$ cat src/rtl/sobel_edge_detector.sv
// 3x3 Sobel edge classifier: combinational Gx/Gy/L1 magnitude, registered edge bit and done strobe.
// Optional build macro SOBEL_MAG_OUT_EN adds a registered mag_out debug port.
module sobel_edge_detector #(
   parameter int unsigned THRESHOLD = 128
) (
   input  logic                  clk,
   input  logic                  rst,
   input  logic                  sobel_en,
   input  logic [2:0][2:0][7:0]  comp_matrix,
   output logic                  output_pixel,
`ifdef SOBEL_MAG_OUT_EN
   output logic [10:0]           mag_out,
`endif
   output logic                  sobel_done
);

   localparam logic [10:0] ThreshW = 11'(THRESHOLD);

   logic [9:0]         right_sum, left_sum, top_sum, bottom_sum;
   logic signed [11:0] gx, gy;
   logic [11:0]        abs_gx, abs_gy;
   logic [10:0]        mag;

   logic pixel_d, pixel_q;
   logic done_d, done_q;
`ifdef SOBEL_MAG_OUT_EN
   logic [10:0] mag_d, mag_q;
`endif

   // Column 0 is the right edge of the window, row 2 the top.
   always_comb begin
      right_sum  = {2'b00, comp_matrix[2][0]} + {1'b0, comp_matrix[1][0], 1'b0}
                 + {2'b00, comp_matrix[0][0]};
      left_sum   = {2'b00, comp_matrix[2][2]} + {1'b0, comp_matrix[1][2], 1'b0}
                 + {2'b00, comp_matrix[0][2]};
      top_sum    = {2'b00, comp_matrix[2][2]} + {1'b0, comp_matrix[2][1], 1'b0}
                 + {2'b00, comp_matrix[2][0]};
      bottom_sum = {2'b00, comp_matrix[0][2]} + {1'b0, comp_matrix[0][1], 1'b0}
                 + {2'b00, comp_matrix[0][0]};
      gx     = signed'({2'b00, right_sum}) - signed'({2'b00, left_sum});
      gy     = signed'({2'b00, top_sum}) - signed'({2'b00, bottom_sum});
      abs_gx = gx[11] ? 12'(-gx) : 12'(gx);
      abs_gy = gy[11] ? 12'(-gy) : 12'(gy);
      mag    = abs_gx[10:0] + abs_gy[10:0];
   end

   always_comb begin
      done_d  = sobel_en;
      pixel_d = pixel_q;
`ifdef SOBEL_MAG_OUT_EN
      mag_d   = mag_q;
`endif
      if (sobel_en) begin
         pixel_d = (mag > ThreshW);
`ifdef SOBEL_MAG_OUT_EN
         mag_d   = mag;
`endif
      end
   end

   always_ff @(posedge clk or posedge rst) begin
      if (rst) begin
         pixel_q <= 1'b0;
         done_q  <= 1'b0;
`ifdef SOBEL_MAG_OUT_EN
         mag_q   <= '0;
`endif
      end else begin
         pixel_q <= pixel_d;
         done_q  <= done_d;
`ifdef SOBEL_MAG_OUT_EN
         mag_q   <= mag_d;
`endif
      end
   end

   assign output_pixel = pixel_q;
   assign sobel_done   = done_q;
`ifdef SOBEL_MAG_OUT_EN
   assign mag_out      = mag_q;
`endif

endmodule

$ cat config.mk
export PLATFORM = sky130hd
export DESIGN_NAME = sobel_edge_detector
export DESIGN_NICKNAME = d
export VERILOG_FILES = /design/src/rtl/sobel_edge_detector.sv
export SDC_FILE = /design/constraint.sdc
export NUM_CORES = 1
export LEC_CHECK = 0
export CORE_MARGIN = 4
export CORE_UTILIZATION = 57
export DETAILED_ROUTE_END_ITERATION = 7
export PLACE_DENSITY = 0.94
export SLEW_MARGIN = 20
export SYNTH_ARGS = -nofsm -noshare
export SYNTH_HDL_FRONTEND = slang
export SYNTH_SLANG_ARGS = --single-unit
$ cat constraint.sdc
create_clock -name clk -period 1 [get_ports clk]
set_input_delay 0.15 -clock clk [delete_from_list [all_inputs] [get_ports clk]]
set_output_delay 0.15 -clock clk [all_outputs]
set_load 0.05 [all_outputs]
==> flow_summary.ini, run 1 <==
[placement]
place_congestion = 0.858
placed_cell_area_um2 = 4890
hpwl_um = 10000
buffer_ports.inserted = 68

[logic_synthesis]
synth_nets = 575
yosysMostFrequentCell = inv_1
ys_ff_latch = 2
synth_edf_count = 0
synth_ff_type = dfrtp_1
synth_area_leaders = fa_1, inv_1, ha_1
synth_cell_type_count = 46
yosys_warnings = 0
syn_avg_cell_area_um2 = 8.37
synth_commonest_cells = inv_1, fa_1, ha_1
syn-cell-area_um2 = 3360
yosysTopAreaCellShare_pct = 37.6
post-synth-top-area-cell = fa_1
synthCells = 401
async_flop_share_pct = 100
synth.yosys.seq_area_share_pct = 1.49

[die]
start_util_pct = 59.9
rows = 27
die_w_um = 84.7
io_pins = 77
die_h_um = 84.7

[cts]
cts_sinks = 2
ctsResizeCount = 194
clockBufferDepth = 2
ctsRootBufferMaster = clkbuf_8
cts_buffers = 3
htree_levels = 1
cts_hold_buffers = 0
post_cts_buffers = 28

[outcome]
error = [ERROR DPL-0033] detailed placement checks failed during check placement.
status = did not finish
stop_stage = 4_1_cts
## through the flow
stage	utilization, %	setup slack, ns	hold slack, ns	instances
floorplan	-	-4.25	-0.109	401
global placement	87.1	-4.82	0.308	629
detailed placement	87.1	-5.32	0.312	629
## cells by family after synthesis
| kind of cell | Yosys count | synth area share, % |
|---|---|---|
| multiplexers | 3 | 0.969 |
| XOR/XNOR | 27 | 7.27 |
| adder cells (fa/ha/maj) | 99 | 51.0 |
| AO/OA/AOI/OAI | 65 | 13.4 |
| flip-flops | 2 | 1.49 |
| buffers and inverters | 141 | 15.8 |
| AND/OR/NAND/NOR | 64 | 10.1 |
==> inputs of run 2 (changes only) <==
--- a/config.mk
+++ b/config.mk
@@ -6,9 +6,9 @@
 export NUM_CORES = 1
 export LEC_CHECK = 0
 export CORE_MARGIN = 4
-export CORE_UTILIZATION = 57
+export CORE_UTILIZATION = 40
 export DETAILED_ROUTE_END_ITERATION = 7
-export PLACE_DENSITY = 0.94
+export PLACE_DENSITY_LB_ADDON = 0.15
 export SLEW_MARGIN = 20
 export SYNTH_ARGS = -nofsm -noshare
 export SYNTH_HDL_FRONTEND = slang
==> flow_summary.ini, run 2 <==
[cts]
cts_tree = yes
cts_sinks = 2
clk_latency_ns = 0.21
clockBufferDepth = 2
htree_levels = 1
clk_pin_slew_ns = 0.03
ctsRootBufferMaster = clkbuf_8
cts_buffers = 3

[sta]
fin_ws_ns = -4.55
hold_viol = 0
holdWs_ns = 0.0810
timing.final.crit_share_pct = 555
worstMarginPinSlew_ns = 0.348
maxSlewHeadroom_pct = 76.2
skew_ns = 0
rsz0062_at_grt = yes
min_period_ns = 5.55
maxSlewViolCount = 0
setup_viol = 1
fmax_mhz = 180

[final_layout]
mostFrequentLayoutCells = buf_4, inv_1, fa_1
final_layout_size_suffix_gt1_share_pct = 41.2
syn2layout_area_growth_pct = 64.4
stdcell_area_um2 = 5520
final_common_cell = buf_4
fillCellCount = 681
fin_nets = 749
antenna_cells = 0

[logic_synthesis]
synth_commonest_cells = inv_1, fa_1, ha_1
synth_ff_type = dfrtp_1
post-synth-top-area-cell = fa_1
yosysTopAreaCellShare_pct = 37.6
yosys_warnings = 0
ys_ff_latch = 2
yosysMostFrequentCell = inv_1
synthCells = 401
synth_nets = 575
syn_avg_cell_area_um2 = 8.37
synth_area_leaders = fa_1, inv_1, ha_1
async_flop_share_pct = 100
syn-cell-area_um2 = 3360
synth_cell_type_count = 46
synth.yosys.seq_area_share_pct = 1.49
synth_edf_count = 0

[setup_path]
timing.rr.start = output_pixel$_DFFE_PP0P_
ff2ff_path_depth = 1
crit_path_top_delay_cell = fa_1
crit_path_max_fanout = 7
path_common_cell = fa_1
crit_required_ns = 1.08
critPathArrivalTime_ns = 5.64
reg2reg_setup_slack_ns = 0.32
cp_cell_sequence = clkdlybuf4s50_1 > buf_4 > fa_1 > inv_1 > fa_1 > fa_1 > inv_1 > ha_4 > nor2_2 > a21oi_2 > a31o_4 > mux2_4 > inv_4 > fa_2 > nor2b_2 > o31a_1 > o31ai_4 > a22oi_2 > a31oi_2 > or4_4 > and3_4 > o32a_1
cpPeakStageDelay_ns = 0.56
end_kind = flip-flop
start_kind = input pin
r2r-end = output_pixel$_DFFE_PP0P_
critPathKind = in -> reg

[placement]
place_congestion = 0.827
hpwl_um = 6820
placed_cell_area_um2 = 4940
buffer_ports.inserted = 68

[global_route]
grt_pass1_wl_um = 13100
grt_overflow = 0
grt_max_degree = 8
antenna_found_initial = 0
first_global_vias = 3228
grt.total_usage_pct = 15.7

[route]
drtIter0Drc = 28
wl_per_cell_um = 11.8
drc = 0
postRouteAntennaNets = 0
dr.pass1.iters = 4
vias = 3157
wl_um = 8020
drt-vias-per-instance = 4.66

[die]
core_area_um2 = 8180
die_w_um = 99.6
rows = 33
io_pins = 77
die_h_um = 99.6
start_util_pct = 41.1
die-area_um2 = 9920

[outcome]
violations = negative setup slack
status = finished, violations left

[hold_path]
hold_path.class = in -> async

[job]
cap_violations = 0
[run 2: worst max-delay path by stage]
stage | start | endpoint | slack [ns] | cells past startpoint
floorplan | comp_matrix[9] | output_pixel$_DFFE_PP0P_ | -4.25 | 24
global placement | comp_matrix[9] | output_pixel$_DFFE_PP0P_ | -4.89 | 24
detailed placement | comp_matrix[9] | output_pixel$_DFFE_PP0P_ | -4.98 | 23
CTS | comp_matrix[18] | output_pixel$_DFFE_PP0P_ | -4.63 | 23
global route | comp_matrix[66] | output_pixel$_DFFE_PP0P_ | -4.76 | 24
finish | comp_matrix[55] | output_pixel$_DFFE_PP0P_ | -4.55 | 22
[run 2: final cells by class]
cell class	count	area (um^2)	area share [%]
multi-input combinational	258	3190	57.8
timing repair buffer	171	1570	28.5
inverter	139	532	9.63
tap	105	131	2.38
sequential	2	50.0	0.907
clock buffer	3	41.3	0.748
[run 2: metal layers]
metal  track usage (%)  wire, um  vias up
met5                 0         0        -
met4             0.945        35        0
met3              1.47       277        4
met2              31.1      4430       55
met1              19.1      3270     1519
li1                  -         -     1579
[run 2: cells by family (layout without fill, tap and decap cells)]
family / count (synthesis) / in the layout / share of synthesized area [%]
simple gates: 64 / 64 / 10.1
compound gates: 65 / 65 / 13.4
buf+inv: 141 / 313 / 15.8
fa+ha+maj: 99 / 99 / 51.0
xor+xnor: 27 / 27 / 7.27
mux: 3 / 3 / 0.969
flops: 2 / 2 / 1.49
[run 2: metrics by stage]
step | cells | setup slack (ns) | TNS [ns] | utilization (%)
final | 678 | -4.55 | -4.55 | 67.5
after detailed placement | 664 | -4.98 | -4.98 | 60.5
after global routing | 678 | -4.76 | -4.76 | 67.5
after floorplan | 401 | -4.25 | -4.25 | -
after CTS | 669 | -4.63 | -4.63 | 61.8
after global placement | 664 | -4.89 | -4.89 | 60.5
[run 2: critical path, delay by kind of cell]
family	cells	cell delay, ns
fa+ha+maj	5	2.23
compound gates	7	1.28
mux	1	0.23
buf+inv	5	0.75
simple gates	4	1.00
[run 2: repair_timing]
item | CTS | global route
hold buffers | 0 | 0
pin swaps | 10 | 88
gates resized for setup | 17 | 151
buffers inserted | 2 | 9
setup endpoints to repair | 1 | 1
Power of run 2 is not shown: default switching activity piles up to over one toggle a cycle in this logic, so the estimate is an artifact.
